==> config.mk <==
export PLATFORM = sky130hd
export DESIGN_NAME = pipelined_addsub
export DESIGN_NICKNAME = d
export VERILOG_FILES = /design/src/rtl/pipelined_addsub.sv
export SDC_FILE = /design/constraint.sdc
export NUM_CORES = 1
export LEC_CHECK = 0
export BUFFER_PORTS_ARGS = -buffer_cell sky130_fd_sc_hd__buf_2
export CORE_AREA = 4 4 126 128
export CTS_BUF_LIST = sky130_fd_sc_hd__clkbuf_8
export DETAILED_ROUTE_END_ITERATION = 10
export DIE_AREA = 0 0 130 132
export PLACE_DENSITY = 0.84
export SKIP_CTS_REPAIR_TIMING = 1
export SLEW_MARGIN = 30
export SYNTH_ARGS = -nofsm -noshare
export SYNTH_HDL_FRONTEND = slang
export SYNTH_SLANG_ARGS = --single-unit
export TNS_END_PERCENT = 100
==> constraint.sdc <==
create_clock -name clk -period 2.44 [get_ports clk]
set_input_delay 0 -clock clk [delete_from_list [all_inputs] [get_ports clk]]
set_output_delay 0 -clock clk [all_outputs]
set_load 0.005 [all_outputs]
==> src/rtl/pipelined_addsub.sv <==
// Carry-chained pipelined W-bit adder/subtractor. Each stage resolves one CW-bit chunk.
// A global advance (!out_valid || out_ready) stalls every stage together.
module pipelined_addsub #(
  parameter int unsigned WIDTH  = 32,
  parameter int unsigned STAGES = 4
) (
  input  logic             clk,
  input  logic             reset,
  input  logic             in_valid,
  output logic             in_ready,
  input  logic [WIDTH-1:0] a,
  input  logic [WIDTH-1:0] b,
  input  logic             sub,
  output logic             out_valid,
  input  logic             out_ready,
  output logic [WIDTH-1:0] sum,
  output logic             carryout,
  output logic             overflow,
  output logic             zero
);

  localparam int unsigned CW = WIDTH / STAGES;

  logic             adv;
  logic             acc;
  logic [WIDTH-1:0] bx;

  assign adv      = !out_valid || out_ready;
  assign in_ready = adv && !reset;
  assign acc      = in_valid && in_ready;
  assign bx       = sub ? ~b : b;

  for (genvar i = 0; i < STAGES; i++) begin : g
    localparam int unsigned LO = i * CW;      // result bits resolved before this stage
    localparam int unsigned RW = WIDTH - LO;  // operand bits still unprocessed on entry

    logic             vin;
    logic [RW-1:0]    ain;
    logic [RW-1:0]    bin;
    logic             cin;
    logic [CW:0]      csum;
    logic [LO+CW-1:0] snext;

    logic             v_q;
    logic [LO+CW-1:0] s_q;
    logic             c_q;

    assign csum = {1'b0, ain[CW-1:0]} + {1'b0, bin[CW-1:0]} + {{CW{1'b0}}, cin};

    if (i == 0) begin : src
      assign vin   = acc;
      assign ain   = a;
      assign bin   = bx;
      assign cin   = sub;
      assign snext = csum[CW-1:0];
    end else begin : src
      assign vin   = g[i-1].v_q;
      assign ain   = g[i-1].rest.a_q;
      assign bin   = g[i-1].rest.b_q;
      assign cin   = g[i-1].c_q;
      assign snext = {csum[CW-1:0], g[i-1].s_q};
    end

    always_ff @(posedge clk) begin
      if (reset) begin
        v_q <= 1'b0;
        s_q <= '0;
        c_q <= 1'b0;
      end else if (adv) begin
        v_q <= vin;
        s_q <= snext;
        c_q <= csum[CW];
      end
    end

    if (i < STAGES - 1) begin : rest
      logic [RW-CW-1:0] a_q;
      logic [RW-CW-1:0] b_q;

      always_ff @(posedge clk) begin
        if (reset) begin
          a_q <= '0;
          b_q <= '0;
        end else if (adv) begin
          a_q <= ain[RW-1:CW];
          b_q <= bin[RW-1:CW];
        end
      end
    end else begin : fin
      logic cmsb;
      logic ovf_q;
      logic zero_q;

      // carry into the MSB recovered from the MSB sum bit and its operands
      assign cmsb = ain[CW-1] ^ bin[CW-1] ^ csum[CW-1];

      always_ff @(posedge clk) begin
        if (reset) begin
          ovf_q  <= 1'b0;
          zero_q <= 1'b0;
        end else if (adv) begin
          ovf_q  <= cmsb ^ csum[CW];
          zero_q <= (snext == '0);
        end
      end
    end
  end

  assign out_valid = g[STAGES-1].v_q;
  assign sum       = g[STAGES-1].s_q;
  assign carryout  = g[STAGES-1].c_q;
  assign overflow  = g[STAGES-1].fin.ovf_q;
  assign zero      = g[STAGES-1].fin.zero_q;

endmodule

* After elaboration in Yosys (flattened, before gate mapping)
Index checks and enable logic that the tools add are counted.
Widths: inputs -> output; s select.
** Word-level totals
- Flip-flop bits (word level) :: 186
- Output and inout port bits :: 37
** Operators by class
- Add/subtract/negate cells :: 8
- Mux-type cells :: 1
- Bitwise operators :: 4
- Reduce and logical (&&, ||, !) cells :: 6
** Operators with widths (number)
- $add 8x8->9 :: 4
- $add 9x1->9 :: 4
- $logic_not 32->1 :: 1
- $mux 32 :: 1
- $not 32->32 :: 1
- $xor 1x1->1 :: 3
- $logic_and 1x1->1 :: 2
- $logic_not 1->1 :: 2
- $logic_or 1x1->1 :: 1

* Longest topological paths before layout
- Word-level depth :: 4
- Depth in mapped cells :: 10

* Worst setup path after synthesis
Ideal clock, no wire load.
- Path kind :: flip-flop to flip-flop
- Start point :: register g[2].c_q
- End point :: register g[3].fin.zero_q (netlist: zero)
- Library setup time :: 117 ps
- Data arrival time :: 2165 ps
- Path slack :: 157 ps
- Stages on the path, launching flop included :: 9
- Path buffers :: 0
- Clock period less this slack :: 2283 ps
- Cells stage by stage :: dfxtp_1 fa_1 fa_1 a211oi_1 o21bai_1 a21oi_1 xnor2_1 nor2_1 a32o_1
** On the way
- Longest elaborated chain between the ends :: 2
** RTL lines
- start: declaration :: line 46 : logic c_q;
- start signal: assignment :: line 72 : c_q <= csum[CW];
- $add 9x1->9 :: line 48 : assign csum = {1'b0, ain[CW-1:0]} + {1'b0, bin[CW-1:0]} + {{CW{1'b0}}, cin};
- $logic_not 32->1 :: line 103 : zero_q <= (snext == '0);
- end signal: assignment :: line 103
- end: declaration :: line 92 : logic zero_q;
Every way passes these cells.
A chain may end at the register's enable or synchronous reset.

* Worst setup path in the final report
- Start point :: register g[2].c_q
- End point :: register g[3].fin.zero_q (netlist: zero)
** On the way
- Longest elaborated chain between the ends :: 2
** RTL lines
- $add 9x1->9 :: line 48
- named net g[3].csum[1] :: line 41 : logic [CW:0] csum;
- $logic_not 32->1 :: line 103
The timed path passes the listed nets, and every way through them passes these cells.

==> run metrics <==
sequential share of the synthesized area=0.479; Post-synth ARST share=0; layout cells sized above 1=0.147; vias in the first global route=5725; IO Count=106; CP Class=register to register; PD cells=around 660 nW/um^2; status=finished, final reports clean; initial antenna violation count=0; HPWL after DPL=~12000 um; final cell count without fillers=roughly 1300; Ys Warns=0; Final Util=0.630; Fillers=about 1300; Gate power share=0.128; design area=9360 sq um; CTS tree=yes; Mapped Area=7780 sq um; worst-margin pin slew=0.830 ns; Avg WL per Cell=13.6 um; CP Capture Type=register; gr ovfl total=0; Psw=approximately 0.0016 W; Worst Setup EP=zero$_SDFFE_PP0N_; post-route minimum period=between 2 and 2.5 ns; Crit Reg-Reg Endpoint=zero$_SDFFE_PP0N_; FF-to-FF path depth=8; cells after synthesis=~950; Rows=between 40 and 50; Cell Area, Placed=between 8000 and 9000 sq um; fin crit share=0.929; relative slew slack=0.445; All-Layer GR Usage=0.195; Vias=about 6600; RR Startpoint=g[2].c_q$_SDFFE_PP0N_; pre-CTS setup slack=-0.00432 ns; critical-path cell list=fa_2, fa_2, nor4_1, nand4_1, nor4_1, nand4_1, nor3_2, a32o_1; buffers added on ports=105; slowest cell on the critical path=fa_2; commonest non-fill, non-tap cell in the layout=nand2_1; Total Wirelength=~17000 um; Starting Density=0.523; worst path arrival time=around 2.7 ns; hold crit path type=input port to register; FF+latch count, synth=between 150 and 200; leakage=roughly 3.9 nW; sequential power share=0.547; placed insts=around 1200; Antenna Cells=0; Switching Share=0.254; first-pass GRT wire length=27500 um; Unique masters post-synth=39; area of the core=14900 sq um; skew final=0.0128 ns; Worst setup startpoint=g[2].c_q$_SDFFE_PP0N_; Tot Pwr=about 0.0061 W; final worst slack=~0.17 ns; nature of the critical path startpoint=register; die width=~130 um; post-route ant nets=0; CTS root buf=clkbuf_8; final-stage net count=1173; R2R Setup Slk=about 0.17 ns; Clk Latency, worst-skew pair=~0.46 ns; Die Height=roughly 130 um; H-tree Lvls=4; Final Wtd Congestion=between 0.8 and 0.9; number of max-cap violations=0; CP Data Required Time=about 2.8 ns; commonest non-fill, non-tap cells in the layout=nand2_1, dfxtp_1, a21oi_1; Internal Pwr Total=around 0.0046 W; initial drt markers=416; CTS clk-pin slew, worst paths=roughly 0.09 ns; CP max FO=2; drt pass-1 iters=5; Achievable Freq=0.441 GHz; RSZ-0062 raised after global routing=false; total CTS buffers=17; prevailing post-synth register cell=dfxtp_1; Worst IR Drop VDD=0.000313 V; Final Max Tran Viols=0; vias per inst=~5.2; die area=17200 sq um; Fin. Hold Viols=0; pin count of the biggest net entering global routing=between 100 and 150; Post-Syn Area per Cell=just over 8 sq um; slowest stage delay, CP=between 0.4 and 0.5 ns; DRC viols=0; area grow syn2layout=20.4%; Clk pwr share=0.325; clk sinks=around 190; syn nets=~1100; EDFF count, synth=0; Setup Viol. Count Final=0; maximum buffer depth of the clock tree=2
## cells in the mapped netlist, types with 2 or more instances
library cell	number	share of area
buf_1	9	0.0043
buf_2	3	0.0019
nor2_1	46	0.022
nand2_1	292	0.14
xor2_1	17	0.019
a211oi_1	35	0.034
nor4_1	8	0.0064
fa_1	7	0.018
inv_1	12	0.0058
or3_1	2	0.0016
o41ai_1	3	0.0034
and3_1	2	0.0016
o21bai_1	3	0.0029
nand4_1	2	0.0016
nor2b_1	6	0.0048
dfxtp_1	186	0.48
xnor2_1	38	0.043
o21ai_0	17	0.011
o22ai_1	2	0.0016
nand2b_1	4	0.0032
a21o_1	6	0.0058
ha_1	28	0.045
clkbuf_1	51	0.025
a21oi_1	151	0.097
a311oi_1	2	0.0023
## power groups by stage
stage / Combinational [W] / Clock [W] / Sequential (W)
6_report: 0.000788 / 0.00199 / 0.00336
5_1_grt: 0.000889 / 0.00217 / 0.00338
4_1_cts: 0.000719 / 0.00203 / 0.00335
3_5_place_dp: 0.000713 / 0 / 0.00342
3_3_place_gp: 0.000696 / 0 / 0.00342
2_1_floorplan: 0.000506 / 0 / 0.00339
## critical path: cells and delay by family, from the launching register on
| family | cells | cell delay [ns] |
|---|---|---|
| fa+ha+maj | 2 | 0.86 |
| simple gates | 5 | 0.85 |
| flops | 1 | 0.34 |
| compound gates | 1 | 0.18 |
## cell families after synthesis
family,Yosys count,share of synthesized area
AO/OA/AOI/OAI,226,0.169
XOR/XNOR,56,0.0640
adder cells (fa/ha/maj),35,0.0631
buffers and inverters,75,0.0367
flip-flops,186,0.479
multiplexers,1,0.00145
AND/OR/NAND/NOR,367,0.187
## sequential cells by signal, summed over array words and instances, names as in the netlist, 3 cells and up
signal,cells
g.rest.a_q,48
g.rest.b_q,48
g.s_q,48
sum,32
g.c_q,3
g.v_q,3
## layer usage
| metal | global-route usage | up-vias | part of all wire |
|---|---|---|---|
| met5 | 0 | - | 0 |
| met4 | 0.0618 | 0 | 0.019 |
| met3 | 0.0466 | 30 | 0.059 |
| met2 | 0.276 | 192 | 0.45 |
| met1 | 0.291 | 2956 | 0.48 |
| li1 | - | 3400 | - |
## cell type report
class                   instances  area (sq um)  area share
well taps                     188           235      0.0251
multi-input cells             685          3810       0.407
clock buffers                  19           262      0.0279
inverters                      12          45.0     0.00481
flip-flops and latches        186          3720       0.398
clock inverters                13           129      0.0138
repair buffers                167          1160       0.124
## worst min-delay path by stage
stage          slack (ns)  cells past startpoint                             end  start
2_1_floorplan        0.14                      2   g[0].rest.a_q[0]$_SDFFE_PP0N_   a[8]
3_3_place_gp         0.25                      3  g[0].rest.a_q[16]$_SDFFE_PP0N_  a[24]
3_5_place_dp         0.25                      3  g[0].rest.a_q[21]$_SDFFE_PP0N_  a[29]
4_1_cts             -0.25                      3  g[0].rest.a_q[20]$_SDFFE_PP0N_  a[28]
5_1_grt              0.03                      4        g[0].s_q[6]$_SDFFE_PP0N_   a[6]
6_report             0.02                      4        g[0].s_q[6]$_SDFFE_PP0N_   a[6]
## metrics by stage
stage,hold WS [ns],TNS (ns)
after CTS,-0.247,-0.0195
after detailed placement,0.252,-0.00432
final,0.0205,0
after floorplan,0.140,0
after global placement,0.246,0
after global routing,0.0305,0
Power figures use the tool's default switching activity.
